File: config.mk
export PLATFORM = sky130hd
export DESIGN_NAME = write_back_unit
export DESIGN_NICKNAME = d
export VERILOG_FILES = /design/src/rtl/wb_pkg.sv /design/src/rtl/wb_result_mux.sv /design/src/rtl/write_back_unit.sv
export SDC_FILE = /design/constraint.sdc
export NUM_CORES = 1
export LEC_CHECK = 0
export ABC_AREA = 1
export BUFFER_PORTS_ARGS = -buffer_cell sky130_fd_sc_hd__buf_2
export CORE_UTILIZATION = 49
export CTS_CLUSTER_SIZE = 8
export DETAILED_ROUTE_END_ITERATION = 8
export PLACE_DENSITY = 0.82
export SLEW_MARGIN = 10
export SYNTH_ARGS = -nofsm -noshare
export SYNTH_HDL_FRONTEND = slang
export SYNTH_SLANG_ARGS = --single-unit
File: constraint.sdc
create_clock -name clk -period 2.2 [get_ports clk]
set_clock_uncertainty 0.1 [all_clocks]
set_input_delay 0.22 -clock clk [delete_from_list [all_inputs] [get_ports clk]]
set_output_delay 0.22 -clock clk [all_outputs]
set_load 0.05 [all_outputs]
File: src/rtl/wb_pkg.sv
// Shared types for the write-back stage.
//   result_src_e : selector for the write-back result mux
//   wb_state_e   : halt FSM states
package wb_pkg;

  typedef enum logic [1:0] {
    RESULT_SRC_ALU         = 2'd0,
    RESULT_SRC_MEM         = 2'd1,
    RESULT_SRC_PC_PLUS_4   = 2'd2,
    RESULT_SRC_PC_PLUS_IMM = 2'd3
  } result_src_e;

  typedef enum logic [1:0] {
    WB_RUN    = 2'd0,
    WB_DRAIN  = 2'd1,
    WB_HALTED = 2'd2
  } wb_state_e;

endpackage

File: src/rtl/wb_result_mux.sv
// Combinational write-back result select.
// Ports:
//   result_src_i  : 2-bit result selector (wb_pkg::result_src_e encoding)
//   alu_result_i  : ALU result
//   read_data_i   : load data
//   pc_plus_4_i   : link value
//   pc_plus_imm_i : AUIPC value
//   data_o        : selected result (0 for an unrecognised code)
//   legal_o       : selector code is a recognised source
module wb_result_mux
  import wb_pkg::*;
#(
  parameter int unsigned XLEN = 32
) (
  input  logic [1:0]      result_src_i,
  input  logic [XLEN-1:0] alu_result_i,
  input  logic [XLEN-1:0] read_data_i,
  input  logic [XLEN-1:0] pc_plus_4_i,
  input  logic [XLEN-1:0] pc_plus_imm_i,
  output logic [XLEN-1:0] data_o,
  output logic            legal_o
);

  result_src_e src;
  assign src = result_src_e'(result_src_i);

  always_comb begin
    data_o  = '0;
    legal_o = 1'b1;
    case (src)
      RESULT_SRC_ALU:         data_o = alu_result_i;
      RESULT_SRC_MEM:         data_o = read_data_i;
      RESULT_SRC_PC_PLUS_4:   data_o = pc_plus_4_i;
      RESULT_SRC_PC_PLUS_IMM: data_o = pc_plus_imm_i;
      // Every 2-bit code is currently assigned; kept so a future reserved code is safe.
      default: begin
        data_o  = '0;
        legal_o = 1'b0;
      end
    endcase
  end

endmodule

File: src/rtl/write_back_unit.sv
// Registered final pipeline stage: accepts a completed instruction via valid/ready, selects its
// result and drives the register-file write port one cycle later. Includes a halt FSM
// (RUN -> DRAIN -> HALTED), a retired-instruction counter and sticky status flags.
// Ports:
//   clk, rst_n           : clock, synchronous active-low reset
//   in_valid / in_ready  : upstream handshake; in_ready depends on state only
//   alu_result, read_data, pc_plus_4, pc_plus_imm : candidate results
//   result_src           : result selector
//   rd_addr, reg_write   : destination register and write intent
//   stop_pipeline        : instruction is the halt marker
//   rf_we, rf_waddr, rf_wdata : registered register-file write port
//   instret              : retired-instruction count (wraps)
//   halted               : stage stopped, sticky until reset
//   src_error            : sticky, illegal selector seen on a writing instruction
module write_back_unit
  import wb_pkg::*;
#(
  parameter int unsigned XLEN       = 32,
  parameter int unsigned REG_ADDR_W = 5,
  parameter int unsigned CNT_W      = 64
) (
  input  logic                  clk,
  input  logic                  rst_n,
  input  logic                  in_valid,
  output logic                  in_ready,
  input  logic [XLEN-1:0]       alu_result,
  input  logic [XLEN-1:0]       read_data,
  input  logic [XLEN-1:0]       pc_plus_4,
  input  logic [XLEN-1:0]       pc_plus_imm,
  input  logic [1:0]            result_src,
  input  logic [REG_ADDR_W-1:0] rd_addr,
  input  logic                  reg_write,
  input  logic                  stop_pipeline,
  output logic                  rf_we,
  output logic [REG_ADDR_W-1:0] rf_waddr,
  output logic [XLEN-1:0]       rf_wdata,
  output logic [CNT_W-1:0]      instret,
  output logic                  halted,
  output logic                  src_error
);

  wb_state_e             state_q, state_d;
  logic                  rf_we_q, rf_we_d;
  logic [REG_ADDR_W-1:0] rf_waddr_q, rf_waddr_d;
  logic [XLEN-1:0]       rf_wdata_q, rf_wdata_d;
  logic [CNT_W-1:0]      instret_q, instret_d;
  logic                  src_error_q, src_error_d;

  logic [XLEN-1:0] mux_data;
  logic            mux_legal;
  logic            accept;

  wb_result_mux #(
    .XLEN(XLEN)
  ) u_result_mux (
    .result_src_i (result_src),
    .alu_result_i (alu_result),
    .read_data_i  (read_data),
    .pc_plus_4_i  (pc_plus_4),
    .pc_plus_imm_i(pc_plus_imm),
    .data_o       (mux_data),
    .legal_o      (mux_legal)
  );

  // Ready is a pure function of state so no path exists from in_valid back to in_ready.
  assign in_ready = (state_q == WB_RUN);
  assign accept   = in_valid & in_ready;

  always_comb begin
    state_d     = state_q;
    rf_we_d     = 1'b0;
    rf_waddr_d  = rf_waddr_q;
    rf_wdata_d  = rf_wdata_q;
    instret_d   = instret_q;
    src_error_d = src_error_q;

    if (accept) begin
      rf_we_d     = reg_write & (rd_addr != '0) & mux_legal;
      rf_waddr_d  = rd_addr;
      rf_wdata_d  = mux_data;
      instret_d   = instret_q + {{(CNT_W-1){1'b0}}, 1'b1};
      src_error_d = src_error_q | (reg_write & ~mux_legal);
    end

    case (state_q)
      WB_RUN:    if (accept && stop_pipeline) state_d = WB_DRAIN;
      // Halt marker's own write is presented on the port during this cycle.
      WB_DRAIN:  state_d = WB_HALTED;
      WB_HALTED: state_d = WB_HALTED;
      default:   state_d = WB_RUN;
    endcase
  end

  always_ff @(posedge clk) begin
    if (!rst_n) begin
      state_q     <= WB_RUN;
      rf_we_q     <= 1'b0;
      rf_waddr_q  <= '0;
      rf_wdata_q  <= '0;
      instret_q   <= '0;
      src_error_q <= 1'b0;
    end else begin
      state_q     <= state_d;
      rf_we_q     <= rf_we_d;
      rf_waddr_q  <= rf_waddr_d;
      rf_wdata_q  <= rf_wdata_d;
      instret_q   <= instret_d;
      src_error_q <= src_error_d;
    end
  end

  assign rf_we     = rf_we_q;
  assign rf_waddr  = rf_waddr_q;
  assign rf_wdata  = rf_wdata_q;
  assign instret   = instret_q;
  assign halted    = (state_q == WB_HALTED);
  assign src_error = src_error_q;

endmodule

After elaboration in Yosys (flattened, before gate mapping)
Index checks and enable logic that the tools add are counted.
Word-level totals
  word-level logic and storage cells: 23
  flip-flop bits (word level): 104
Operators by class
  mux-type cells: 3
  add/subtract/negate cells: 1
  reductions and logical operators: 6
  eq/ne operators: 6
  bitwise gates (word level): 2
Operators by type and width (count)
  $pmux 32 s4: 1
  $add 64x1->64 const B: 1
  $eq 2x2->1 const B: 3
  $reduce_bool 5->1: 1
  $eq 2x1->1 const B: 2
  $logic_not 2->1: 2
  $pmux 2 s2: 1
  $and 1x1->1: 2
  $mux 2: 1
  $ne 2x1->1 const B: 1
  $reduce_and 2->1: 1
  $reduce_or 2->1: 1
  $logic_and 1x1->1: 1

Depth between registers and ports, before layout
Gate-level depths: netlist (run 1).
  depth in word-level cells: 5
  depth in mapped cells: 13

Hierarchy
From an unflattened synthesis (run 1), not the netlist that was laid out.
Second synthesis, totals
  cells, all modules: 1004
  area, all modules: 6486.2 sq um
By module, submodules not included
  write_back_unit: times used 1, seq. area each 2102.0 sq um, area each 5396.4 sq um, cells each 816
  wb_result_mux: times used 1, seq. area each 0.0 sq um, area each 1089.8 sq um, cells each 188

Least setup slack after synthesis (run 1)
Ideal clock, no wire load.
  path type: flip-flop to flip-flop
  start: register state_q[0]
  end: register instret_q[26] (netlist: instret[26])
  library setup time: 0.115 ns
  arrival time: 1.918 ns
  cell stages (with the launch flop): 13
  buffers on the path: 1
  setup slack: 0.067 ns
  clock period less this slack: 2.133 ns
  cells stage by stage: dfxtp_1 > inv_1 > ha_1 > nand2_2 > buf_6 > nor2_2 > nand2_1 > nor2_2 > nand2_1 > nor2_1 > nand2_1 > nand2_1 > nor2_1
Between the ends
  cells in the longest elaborated chain, start to end: 2
RTL lines
  start, declared: line write_back_unit.sv:42  | wb_state_e state_q, state_d;
  start signal, assigned: line write_back_unit.sv:103  | state_q <= state_d;
  $logic_not 2->1: line write_back_unit.sv:66  | assign in_ready = (state_q == WB_RUN);
  via in_ready: line write_back_unit.sv:25  | output logic in_ready,
  $and 1x1->1: line write_back_unit.sv:67  | assign accept = in_valid & in_ready;
  end signal, assigned: line write_back_unit.sv:107  | instret_q <= instret_d;
  end, declared: line write_back_unit.sv:46  | logic [CNT_W-1:0] instret_q, instret_d;
The timed path passes the listed nets, and every way through them passes these cells.
A chain may end at the register's enable or synchronous reset.

Worst setup path in the final report (run 1)
  start: register state_q[0]
  end: register instret_q[47] (netlist: instret[47])
Between the ends
  cells in the longest elaborated chain, start to end: 2
RTL lines (line)
  $logic_not 2->1: write_back_unit.sv:66
  $and 1x1->1: write_back_unit.sv:67
No other way between the ends.

==> results of run 1 <==
==> final timing paths <==
kind	start	to	depth (start not counted)
worst min register to register	rf_waddr[2]	rf_waddr[2]	2
worst min-delay path	rd_addr[1]	rf_waddr[1]	3
worst max register to register	state_q[0]	instret[47]	11
worst max-delay path	state_q[0]	instret[47]	11
==> timing repair <==
item	4_1_cts	5_1_grt
gates resized for setup	0	2
hold buffers	1	0
setup buffers	0	0
endpoints found under the hold margin	1	0
endpoints found under the setup margin	0	6
==> cells in the final DEF, fill, tap and decap left out, types with 2 or more instances in the layout <==
cell type,netlist,final
sky130_fd_sc_hd__and2_1,4,4
sky130_fd_sc_hd__buf_4,2,9
sky130_fd_sc_hd__o21ai_0,57,57
sky130_fd_sc_hd__dfxtp_1,104,104
sky130_fd_sc_hd__buf_2,2,243
sky130_fd_sc_hd__a41oi_1,26,26
sky130_fd_sc_hd__xor2_1,10,10
sky130_fd_sc_hd__nor2_2,18,21
sky130_fd_sc_hd__a221oi_1,6,6
sky130_fd_sc_hd__nor3b_1,5,5
sky130_fd_sc_hd__clkbuf_16,0,9
sky130_fd_sc_hd__bufinv_16,0,2
sky130_fd_sc_hd__clkinv_2,0,3
sky130_fd_sc_hd__nor2_1,138,135
sky130_fd_sc_hd__a21oi_1,59,59
sky130_fd_sc_hd__and3_1,2,2
sky130_fd_sc_hd__xnor2_1,2,2
sky130_fd_sc_hd__nand3_1,43,43
sky130_fd_sc_hd__nor3_1,9,9
sky130_fd_sc_hd__nand2_1,254,254
sky130_fd_sc_hd__ha_1,4,4
sky130_fd_sc_hd__inv_1,74,74
sky130_fd_sc_hd__nor2_4,9,9
sky130_fd_sc_hd__nand4_1,18,18
sky130_fd_sc_hd__nand2_2,10,9
sky130_fd_sc_hd__clkinv_1,3,3
==> logic make-up after synthesis <==
logic type	share of synthesized area (%)
flip-flops	35.9
other	0.0647
adder cells (fa/ha/maj)	0.864
AO/OA/AOI/OAI	15.3
AND/OR/NAND/NOR	38.4
XOR/XNOR	1.81
buffers and inverters	7.62
==> state kept, by name, indices dropped and copies added, names as in the netlist <==
signal    count
state_q       2
instret      64
rf_waddr      5
rf_wdata     32
rf_we         1
==> power by group <==
part           switching (µW)  leakage, µW  internal, µW
combinational            1550      0.00227           525
clock                     730     0.000158          1020
sequential                112     0.000846          2120
==> critical path, stage by stage (launching register included) <==
cell,delay [ns]
sky130_fd_sc_hd__dfxtp_1,0.30
sky130_fd_sc_hd__inv_1,0.11
sky130_fd_sc_hd__ha_1,0.25
sky130_fd_sc_hd__nand2_4,0.13
sky130_fd_sc_hd__nor2_2,0.20
sky130_fd_sc_hd__nand2_2,0.14
sky130_fd_sc_hd__nor2_4,0.15
sky130_fd_sc_hd__nand3_1,0.12
sky130_fd_sc_hd__nor2_1,0.14
sky130_fd_sc_hd__nand2_1,0.07
sky130_fd_sc_hd__nand2_1,0.06
sky130_fd_sc_hd__nor2_1,0.05
==> metrics by stage <==
stage               util [%]  std cells  total power, µW  setup WS (ns)
floorplan                  -        899             3760         0.0672
global placement        62.3       1261             4300          0.310
detailed placement      62.3       1261             4320          0.225
CTS                     65.1       1278             6060          0.209
global route            65.2       1279             6320         0.0421
finish                  65.2       1279             6060          0.273
==> layout make-up <==
type | count | share of cell area (%)
diodes | 1 | 0.0335
flip-flops and latches | 104 | 27.8
repair buffers | 254 | 17.6
multi-input cells | 682 | 43.9
clock inverters | 6 | 1.10
inverters | 79 | 4.00
clock buffers | 10 | 3.19
well taps | 143 | 2.39
==> cells in the mapped netlist (all sizes together) <==
library cell and count:
nand4 18, and2 5, clkbuf 29, xnor2 2
clkinv 3, o21ai 58, conb 1, a21oi 59
a21o 1, a211oi 1, nand3 44, and3 2
nor3 10, xor2 10, nor2 165, ha 4
inv 76, buf 5, nand2 264, dfxtp 104
o21a 1, nor3b 5, a41oi 26, a221oi 6
==> layer usage <==
layer | share of wire (%) | GRT usage (%)
met2 | 48 | 53.8
met1 | 40 | 37.0
met5 | 0 | 0
met4 | 4.4 | 17.3
met3 | 8.0 | 6.07
==> summary.md, run 1 <==
| Metric | Value |
|---|---|
| Run status | `finished clean` |
| Via count of the routed design | `approximately 6,900` |
| Number of detailed-route iterations in the first pass | `6` |
| Sequential cell area fraction in the yosys report | `between 30% and 40%` |
| Crit Path Category | `flip-flop to flip-flop` |
| Post-layout minimum cycle time | `1.93 ns` |
| Port Buffer Count | `~240` |
| Largest net degree at the start of global routing | `80` |
| Post-placement cell area | `between 7000 and 8000 µm²` |
| Setup Total Neg Slack | `0 ns` |
| Power density over the cells | `810 nW/µm²` |
| Unrepaired setup endpoints after global routing | `no` |
| Flops & latches, synth | `104` |
| Nets in the synthesized netlist | `1,043` |
| Post-synthesis cell type with the largest combined area | `sky130_fd_sc_hd__dfxtp_1` |
| Worst slew margin | `48.0%` |
| Starting density of the core | `50.5%` |
| Clock insertion delay at the later pin of the skew report | `0.35 ns` |
| Peak supply drop | `0.000504 V` |
| Arrival time of the worst setup path | `2.08 ns` |
| Number of global-route vias before repair | `6,534` |
| I/O pin total | `245` |
| Element type at the critical path end | `flip-flop` |
| Setup violations, final | `0` |
| Final hold slack | `0.0267 ns` |
| Top cell type's share of synthesized area | `35.9%` |
| Max Transition Viols Final | `0` |
| Mean cell area of the mapped netlist | `6.45 µm²` |
| Average wire per standard cell | `between 10 and 15 µm` |
| GRT Total Usage | `31.5%` |
| Clock Tree Buf Depth | `2` |
| Cell Rows | `39` |
| Clock tree from TritonCTS | `built` |
| Total Die Area | `12,300 µm²` |
| Detailed Route Iter0 Violations | `539` |
| Die span in y | `111 µm` |
| Synth Cell Area | `5790 µm²` |
| Routed Antenna Nets | `0` |
| Post-synthesis to final-layout area growth | `29.1%` |
| Critical Path Start Type | `flip-flop` |
| Sink Count | `104` |
| Count of synthesis-stage warnings from yosys | `0` |
| Ranking of synthesized cells by area | `sky130_fd_sc_hd__dfxtp_1, sky130_fd_sc_hd__nand2_1, sky130_fd_sc_hd__nor2_1` |
| Detailed Place HPWL | `14.6 mm` |
| Number of distinct library cells after synthesis | `34` |
| Post-DR vias/cell | `5.36` |
| Die boundary width | `between 100 and 150 µm` |
| Class of the tightest hold or removal check | `primary input to flip-flop` |
| CTS H-tree depth | `3` |
| Global-route wire length before repair | `31.4 mm` |
| Wire length reported by the detailed router | `19.1 mm` |
| CP Max Fanout | `11` |
| Register-to-register path setup slack | `roughly 0.27 ns` |
| Count of endpoints failing hold in the final timing report | `0` |
| Pin slew with the least headroom to its limit | `0.780 ns` |
| Post-route design area | `between 7000 and 8000 µm²` |
| Number of remaining DRC errors | `0` |
| Filler Cells Inserted | `around 1,100` |
| Root Buffer | `sky130_fd_sc_hd__clkbuf_16` |
| FMAX | `519 MHz` |
| Clk slew on worst S/H paths | `0.07 ns` |
| Fraction of the cycle the final worst path needs | `87.6%` |
| Worst EP required | `roughly 2.4 ns` |
| RePlAce Congestion | `0.924` |
| Net total in the final layout | `1,274` |
| Leak | `0.00327 µW` |
| Share of post-route cells with drive strength above 1 | `27.7%` |
| Core area | `between 10,000 and 15,000 µm²` |
| Number of instances in the synthesized netlist | `about 900` |
| Antenna violations before repair | `1` |
| Number of buffers added by the clock tree synthesis step | `9` |
| Multi-input gate area | `3280 µm²` |
| Maximum capacitance violations | `0` |
| Remaining global-route overflow | `0` |
| Sequential cell area | `2080 µm²` |
(Power assumes the default switching activity.)
==> run 2: changes to the inputs <==
Settings changed: CORE_UTILIZATION 49 to 52, PLACE_DENSITY 0.82 to 0.86.
Clock period 2.2 ns to 2.3 ns, I/O delays scaled along.
==> run 2 against run 1 <==
First-iteration DRC count shrank 9.5%. Critical path depth shrank 2. Cell area shrank 1.4%. Global-route usage grew 1.2 points. Non-clock buffer count is the same. Combinational power shrank 5%. Final cell count shrank 0.31%. Setup slack gained 0.040 ns. Critical endpoint is now instret[62]. Largest power group unchanged.
==> summary.md, run 2 (synthesized netlist as in run 1, its figures left out) <==
| Metric | Value |
|---|---|
| Run status | `finished clean (unchanged)` |
| Class of the tightest hold or removal check | `primary input to flip-flop (unchanged)` |
| Share of post-route cells with drive strength above 1 | `27.6% (was 27.7%)` |
| Clock Tree Buf Depth | `2 (unchanged)` |
| Most frequent standard cell in the layout excluding fill and tap cells | `sky130_fd_sc_hd__nand2_1 (unchanged)` |
| Crit Path Category | `flip-flop to flip-flop (unchanged)` |
| Worst reg-to-reg path cell count | `9 (was 11)` |
| Die boundary width | `108 µm (was 111 µm)` |
| Arrival time of the worst setup path | `2.14 ns (was 2.08 ns)` |
| Sequential cell area | `2080 µm² (unchanged)` |
| Antenna violations before repair | `1 (unchanged)` |
| Root Buffer | `sky130_fd_sc_hd__clkbuf_8 (was sky130_fd_sc_hd__clkbuf_16)` |
| I/O pin total | `245 (unchanged)` |
| Crit-path most repeated cell | `sky130_fd_sc_hd__nor2_1` |
| Average wire per standard cell | `14.7 µm (was 15.0 µm)` |
| Sink Count | `104 (unchanged)` |
| Remaining global-route overflow | `0 (unchanged)` |
| CTS H-tree depth | `3 (unchanged)` |
| Global-route wire length before repair | `30.1 mm (was 31.4 mm)` |
| Post-layout minimum cycle time | `1.99 ns (was 1.93 ns)` |
| GRT Total Usage | `32.7% (was 31.5%)` |
| Commonest non-fill, non-tap cells in the layout | `sky130_fd_sc_hd__nand2_1, sky130_fd_sc_hd__buf_2, sky130_fd_sc_hd__nor2_1 (unchanged)` |
| Net total in the final layout | `1,274 (unchanged)` |
| Buffers inserted by post-CTS timing repair | `0 (unchanged)` |
| Total power consumption of the routed design | `5310 µW (was 6060 µW)` |
| Slowest Stage Delay on Critical Path | `0.33 ns (was 0.30 ns)` |
| Critical Path Start Type | `flip-flop (unchanged)` |
| Clock insertion delay at the later pin of the skew report | `0.37 ns (was 0.35 ns)` |
| Clk slew on worst S/H paths | `0.11 ns (was 0.07 ns)` |
| CP Max Fanout | `11 (unchanged)` |
| Fraction of the cycle the final worst path needs | `86.4% (was 87.6%)` |
| Detailed Route Iter0 Violations | `488 (was 539)` |
| Largest net degree at the start of global routing | `51 (was 80)` |
| Post-placement cell area | `7160 µm² (was 7140 µm²)` |
| Port Buffer Count | `243 (unchanged)` |
| Number of hold buffers added after CTS | `1 (unchanged)` |
| Detailed Place HPWL | `14.3 mm (was 14.6 mm)` |
| Wire length reported by the detailed router | `18.8 mm (was 19.1 mm)` |
| Slowest stage cell, crit path | `sky130_fd_sc_hd__nor2_1 (was sky130_fd_sc_hd__dfxtp_1)` |
| Peak supply drop | `0.000495 V (was 0.000504 V)` |
| CTS-repair resized insts | `0 (unchanged)` |
| Post-route design area | `7380 µm² (was 7480 µm²)` |
| Clock tree from TritonCTS | `built (unchanged)` |
| Maximum capacitance violations | `0 (unchanged)` |
| Number of global-route vias before repair | `6,355 (was 6,534)` |
| Worst EP required | `2.45 ns (was 2.35 ns)` |
| Worst slack, placed | `0.359 ns (was 0.225 ns)` |
| Setup violations, final | `0 (unchanged)` |
| Via count of the routed design | `6,827 (was 6,851)` |
| Count of endpoints failing hold in the final timing report | `0 (unchanged)` |
| Number of buffers added by the clock tree synthesis step | `9 (unchanged)` |
| Die span in y | `108 µm (was 111 µm)` |
| FMAX | `503 MHz (was 519 MHz)` |
| Routed Antenna Nets | `0 (unchanged)` |
| Leak | `0.00322 µW (was 0.00327 µW)` |
| Cell Rows | `38 (was 39)` |
| Final hold slack | `0.0165 ns (was 0.0267 ns)` |
| Starting density of the core | `53.5% (was 50.5%)` |
| Multi-input gate area | `3280 µm² (about the same)` |
| Setup Total Neg Slack | `0 ns (unchanged)` |
| Unrepaired setup endpoints after global routing | `no (unchanged)` |
| Worst hold path depth | `3 (unchanged)` |
| RePlAce Congestion | `0.958 (was 0.924)` |
| Max Transition Viols Final | `0 (unchanged)` |
| Power density over the cells | `720 nW/µm² (was 810 nW/µm²)` |
| Critical-path cell list | `inv_1 -> ha_1 -> nand2_2 -> inv_2 -> nand3_1 -> nor2_1 -> nand4_1 -> nand2_1 -> nor2_1 (was inv_1 -> ha_1 -> nand2_4 -> nor2_2 -> nand2_2 -> nor2_4 -> nand3_1 -> nor2_1 -> nand2_1 -> nand2_1 -> nor2_1)` |
| Number of remaining DRC errors | `0 (unchanged)` |
| Post-DR vias/cell | `5.35 (was 5.36)` |
| Flip-flop count of the largest register after layout | `64 (unchanged)` |
| Filler Cells Inserted | `986 (was 1,116)` |
| Number of detailed-route iterations in the first pass | `7 (was 6)` |
| Total Die Area | `11,600 µm² (was 12,300 µm²)` |
| Core area | `10,800 µm² (was 11,500 µm²)` |
| Crit path setup slack, layout | `0.313 ns (was 0.273 ns)` |
| Ant. Diodes | `0 (was 1)` |
| Post-synthesis to final-layout area growth | `27.3% (was 29.1%)` |
| Element type at the critical path end | `flip-flop (unchanged)` |
[run 2: cell count changes in the layout (fill, tap and decap cells not counted), moves of 2 or more]
cell                        previous run  this run
sky130_fd_sc_hd__clkinv_2              3         0
sky130_fd_sc_hd__buf_12                1         3
sky130_fd_sc_hd__buf_4                 9         7
sky130_fd_sc_hd__clkbuf_8              1        10
sky130_fd_sc_hd__inv_6                 0         2
sky130_fd_sc_hd__clkbuf_16             9         0
[run 2: final timing paths]
path,start,endpoint,slack [ns]
worst min register to register,rf_waddr[4],rf_waddr[4],0.39
worst max register to register,state_q[0],instret[62],0.31
worst max-delay path,state_q[0],instret[62],0.31
worst min-delay path,rd_addr[1],rf_waddr[1],0.02
[run 2: critical path, delay by kind of cell (launching register included)]
kind | cells | cell delay (ns)
adder cells (fa/ha/maj) | 1 | 0.22
flip-flops | 1 | 0.31
AND/OR/NAND/NOR | 6 | 0.95
buffers and inverters | 2 | 0.32
[run 2: where the power goes]
part / total, µW / internal (µW) / switching [µW]
Sequential: 2130 / 2020 / 106
Combinational: 1970 / 495 / 1470
Clock: 1220 / 545 / 671
[run 2: area by class of cell]
type                    instances  area share (%)
multi-input cells             682            44.4
flip-flops and latches        104            28.2
repair buffers                254            18.2
inverters                      79            4.02
well taps                     140            2.37
clock buffers                  11            1.92
clock inverters                 5           0.865
[run 2: routing by layer]
layer / share of wire [%] / up-vias / global-route usage, %
met5: 0 / - / 0
met2: 47 / 333 / 56.6
met4: 4.4 / 0 / 15.9
met3: 8.7 / 70 / 6.84
met1: 40 / 3026 / 38.3
li1: - / 3398 / -
[run 2: through the flow]
step,cells,util (%)
floorplan,899,-
global placement,1258,66.1
detailed placement,1258,66.1
CTS,1275,68.0
global route,1275,68.0
finish,1275,68.0
==> run 3: changes to the inputs <==
Settings changed: ABC_AREA 1 to unset, CORE_UTILIZATION 52 to 51.
==> run 3 against run 2 <==
Clock power is essentially flat. Combinational power shrank 16%. Highest routed layer unchanged. First-iteration DRC count shrank 48%. Critical path type unchanged. Register-to-register slack lost 0.31 ns. Via count shrank 15%. Area after synthesis shrank 9.3%. Final cell count shrank 22%. Synthesized cell count shrank 35%. Total power shrank 6.6%. Hold slack gained 0.0042 ns.
==> summary.md, run 3 <==
| Metric | Value |
|---|---|
| Most frequent cell after synthesis | `sky130_fd_sc_hd__dfxtp_1 (was sky130_fd_sc_hd__nand2_1)` |
| Most frequent standard cell in the layout excluding fill and tap cells | `sky130_fd_sc_hd__buf_2 (was sky130_fd_sc_hd__nand2_1)` |
| Element type at the critical path end | `flip-flop (unchanged)` |
| Count of endpoints failing hold in the final timing report | `0 (unchanged)` |
| Maximum capacitance violations | `0 (unchanged)` |
| Clk slew on worst S/H paths | `0.10 ns (was 0.11 ns)` |
| Global-route wire length before repair | `25.2 mm (was 30.1 mm)` |
| Detailed Place HPWL | `13.1 mm (was 14.3 mm)` |
| Pin slew with the least headroom to its limit | `0.717 ns` |
| Peak supply drop | `0.000414 V (was 0.000495 V)` |
| Total Die Area | `10,700 µm² (was 11,600 µm²)` |
| Flip-flop count of the largest register after layout | `64 (unchanged)` |
| Net total in the final layout | `999 (was 1,274)` |
| Mean cell area of the mapped netlist | `9.01 µm² (was 6.45 µm²)` |
| Die boundary width | `103 µm (was 108 µm)` |
| Share of post-route cells with drive strength above 1 | `44.9% (was 27.6%)` |
| Post-synthesis to final-layout area growth | `38.1% (was 27.3%)` |
| Port Buffer Count | `243 (unchanged)` |
| Most Used Layer, Global Route | `met2 (unchanged)` |
| Post-placement cell area | `6760 µm² (was 7160 µm²)` |
| Arrival time of the worst setup path | `2.50 ns (was 2.14 ns)` |
| Sequential cell area fraction in the yosys report | `39.6% (was 35.9%)` |
| Run status | `finished clean (unchanged)` |
| Dominant combinational cell family by area after synthesis | `simple AND/OR/NAND/NOR gates (unchanged)` |
| Die span in y | `103 µm (was 108 µm)` |
| Final hold slack | `0.0207 ns (was 0.0165 ns)` |
| Power density over the cells | `684 nW/µm² (was 720 nW/µm²)` |
| Antenna violations before repair | `1 (unchanged)` |
| Number of global-route vias before repair | `5,240 (was 6,355)` |
| Critical Path Start Type | `flip-flop (unchanged)` |
| Number of instances in the synthesized netlist | `583 (was 899)` |
| Number of distinct library cells after synthesis | `36 (was 34)` |
| Synth Cell Area | `5250 µm² (was 5790 µm²)` |
| Met2 demand-to-capacity share in global routing | `55.7% (was 56.6%)` |
| RePlAce Congestion | `0.916 (was 0.958)` |
| GRT Total Usage | `31.2% (was 32.7%)` |
| Nets in the synthesized netlist | `727 (was 1,043)` |
| Worst EP required | `2.50 ns (was 2.45 ns)` |
| I/O pin total | `245 (unchanged)` |
| Crit path from | `state_q[0] (unchanged)` |
| Met1 usage | `35.8% (was 38.3%)` |
| Flops & latches, synth | `104 (unchanged)` |
| Largest net degree at the start of global routing | `62 (was 51)` |
| Max Transition Viols Final | `0 (unchanged)` |
| Synth Area in Compound Gates | `8.95% (was 15.3%)` |
| Register-to-register path setup slack | `0.0002 ns (was 0.31 ns)` |
| Post-synthesis simple-gate area fraction | `27.1% (was 38.4%)` |
| Ranking of synthesized cells by area | `sky130_fd_sc_hd__dfxtp_1, sky130_fd_sc_hd__mux4_2, sky130_fd_sc_hd__nand2_1 (was sky130_fd_sc_hd__dfxtp_1, sky130_fd_sc_hd__nand2_1, sky130_fd_sc_hd__nor2_1)` |
| Hold path startpoint | `rd_addr[4] (was rd_addr[1])` |
| Class of the tightest hold or removal check | `primary input to flip-flop (unchanged)` |
| Top flip-flop cell by instance count after synthesis | `sky130_fd_sc_hd__dfxtp_1 (unchanged)` |
| Remaining global-route overflow | `0 (unchanged)` |
| Commonest cells in the netlist | `sky130_fd_sc_hd__dfxtp_1, sky130_fd_sc_hd__nand2_1, sky130_fd_sc_hd__a21oi_1, sky130_fd_sc_hd__nor2_1, sky130_fd_sc_hd__mux4_2 (was sky130_fd_sc_hd__nand2_1, sky130_fd_sc_hd__nor2_1, sky130_fd_sc_hd__dfxtp_1, sky130_fd_sc_hd__inv_1, sky130_fd_sc_hd__a21oi_1)` |
| Number of buffers added by the clock tree synthesis step | `9 (unchanged)` |
| Setup Total Neg Slack | `0 ns (unchanged)` |
| Post-synthesis adder-cell area fraction | `0.953% (was 0.864%)` |
| Top cell type's share of synthesized area | `39.6% (was 35.9%)` |
| Post-DR vias/cell | `5.79 (was 5.35)` |
| Proportion of synthesized area in mux cells | `14.1% (was 0%)` |
| Global-route met3 utilization | `5.44% (was 6.84%)` |
| Number of remaining DRC errors | `0 (unchanged)` |
| Average wire per standard cell | `17.6 µm (was 14.7 µm)` |
| Clock insertion delay at the later pin of the skew report | `0.38 ns (was 0.37 ns)` |
| Core area | `9860 µm² (was 10,800 µm²)` |
| FMAX | `435 MHz (was 503 MHz)` |
| Worst slew margin | `52.2%` |
| Clock tree from TritonCTS | `built (unchanged)` |
| Async set-reset flop share out of synthesis | `0% (unchanged)` |
| Filler Cells Inserted | `742 (was 986)` |
| Detailed Route Iter0 Violations | `252 (was 488)` |
| Sink Count | `104 (unchanged)` |
| Post-synthesis cell type with the largest combined area | `sky130_fd_sc_hd__dfxtp_1 (unchanged)` |
| Leak | `0.00319 µW (was 0.00322 µW)` |
| Crit Path Category | `flip-flop to flip-flop (unchanged)` |
| Commonest non-fill, non-tap cells in the layout | `sky130_fd_sc_hd__buf_2, sky130_fd_sc_hd__nand2_1, sky130_fd_sc_hd__dfxtp_1 (was sky130_fd_sc_hd__nand2_1, sky130_fd_sc_hd__buf_2, sky130_fd_sc_hd__nor2_1)` |
| CP Max Fanout | `10 (was 11)` |
| Clock Tree Buf Depth | `2 (unchanged)` |
| Xor and xnor area share after synthesis | `6.17% (was 1.81%)` |
| Cell Rows | `36 (was 38)` |
| Routed Antenna Nets | `0 (unchanged)` |
| CTS H-tree depth | `3 (unchanged)` |
| Unrepaired setup endpoints after global routing | `yes (was no)` |
| Post-route design area | `7250 µm² (was 7380 µm²)` |
| Via count of the routed design | `5,774 (was 6,827)` |
| Fraction of the cycle the final worst path needs | `100% (was 86.4%)` |
| Number of detailed-route iterations in the first pass | `5 (was 7)` |
| Starting density of the core | `53.3% (was 53.5%)` |
| Wire length reported by the detailed router | `17.5 mm (was 18.8 mm)` |
| Setup violations, final | `0 (unchanged)` |
| Root Buffer | `sky130_fd_sc_hd__clkbuf_8 (unchanged)` |
| Reg2reg start | `state_q[0] (unchanged)` |
| Number of enable flip-flop cells after synthesis | `0 (unchanged)` |
| Post-layout minimum cycle time | `2.30 ns (was 1.99 ns)` |
| Count of synthesis-stage warnings from yosys | `0 (unchanged)` |
## run 3: changes by cell type in the layout (fill, tap and decap cells not counted), sizes merged, moves of 12 or more
cell and delta:
nand4 +15, or3 +17, xor2 +13, inv -71, mux4 +32, nand3 -20
a41oi -26, xnor2 +12, nor2 -116, buf +35, nor4 +17, nand2 -162
o21ai -41
## run 3: layer usage
| layer | routed length (µm) | up-vias |
|---|---|---|
| met5 | 0 | - |
| met4 | 631 | 0 |
| met3 | 1190 | 56 |
| met2 | 9430 | 313 |
| met1 | 6270 | 2750 |
| li1 | - | 2655 |
## run 3: timing repair
item                                    4_1_cts  5_1_grt
endpoints found under the setup margin        8       24
setup buffers                                 4       16
hold buffers                                  4        0
pin swaps                                     1       14
gates resized for setup                       2       19
endpoints found under the hold margin         4        0
## run 3: power by group
part	internal [µW]	switching, µW
sequential	1970	97.2
clock	614	630
combinational	514	1140
## run 3: logic make-up (layout without fill, tap and decap cells)
logic type | after synthesis | in the layout
DFF | 104 | 104
muxes | 34 | 34
adders and majority gates | 4 | 4
other | 1 | 5
and+or+nand+nor | 275 | 275
buffers and inverters | 39 | 316
AOI/OAI and AO/OA | 89 | 89
xor gates and xnor gates | 37 | 37
## run 3: final cells by class
class                      count  area, µm²  share of cell area [%]
antenna                        4       10.0                   0.138
clock buffer                  11        131                    1.81
clock inverter                 5       81.3                    1.12
inverter                       8       30.0                   0.414
multi-input combinational    440       3100                    42.7
sequential                   104       2110                    29.1
tap                          133        166                    2.29
timing repair buffer         292       1630                    22.4
## run 3: path summary, 6_finish.rpt
check                               endpoint  cells past startpoint
worst max-delay path             instret[55]                      7
worst min-delay path             rf_waddr[4]                      3
worst max register to register   instret[55]                      7
worst min register to register  rf_wdata[13]                      2
## run 3: worst max-delay path, stage by stage (launching register included)
cell and delay, ns:
sky130_fd_sc_hd__dfxtp_2 0.34, sky130_fd_sc_hd__inv_2 0.08, sky130_fd_sc_hd__ha_4 0.16, sky130_fd_sc_hd__nand4_1 0.17, sky130_fd_sc_hd__nor4_4 0.42, sky130_fd_sc_hd__nand4_4 0.23, sky130_fd_sc_hd__or4_1 0.52, sky130_fd_sc_hd__a21oi_1 0.20
## run 3: stage by stage
stage,instances,power [µW],utilization [%],setup WS [ns]
6_report,997,4960,73.5,0.000159
5_1_grt,995,5180,73.5,-0.150
4_1_cts,977,4930,71.5,0.00404
3_5_place_dp,953,3710,68.6,-0.0595
3_3_place_gp,953,3660,68.6,0.0823
2_1_floorplan,583,3260,-,0.00122
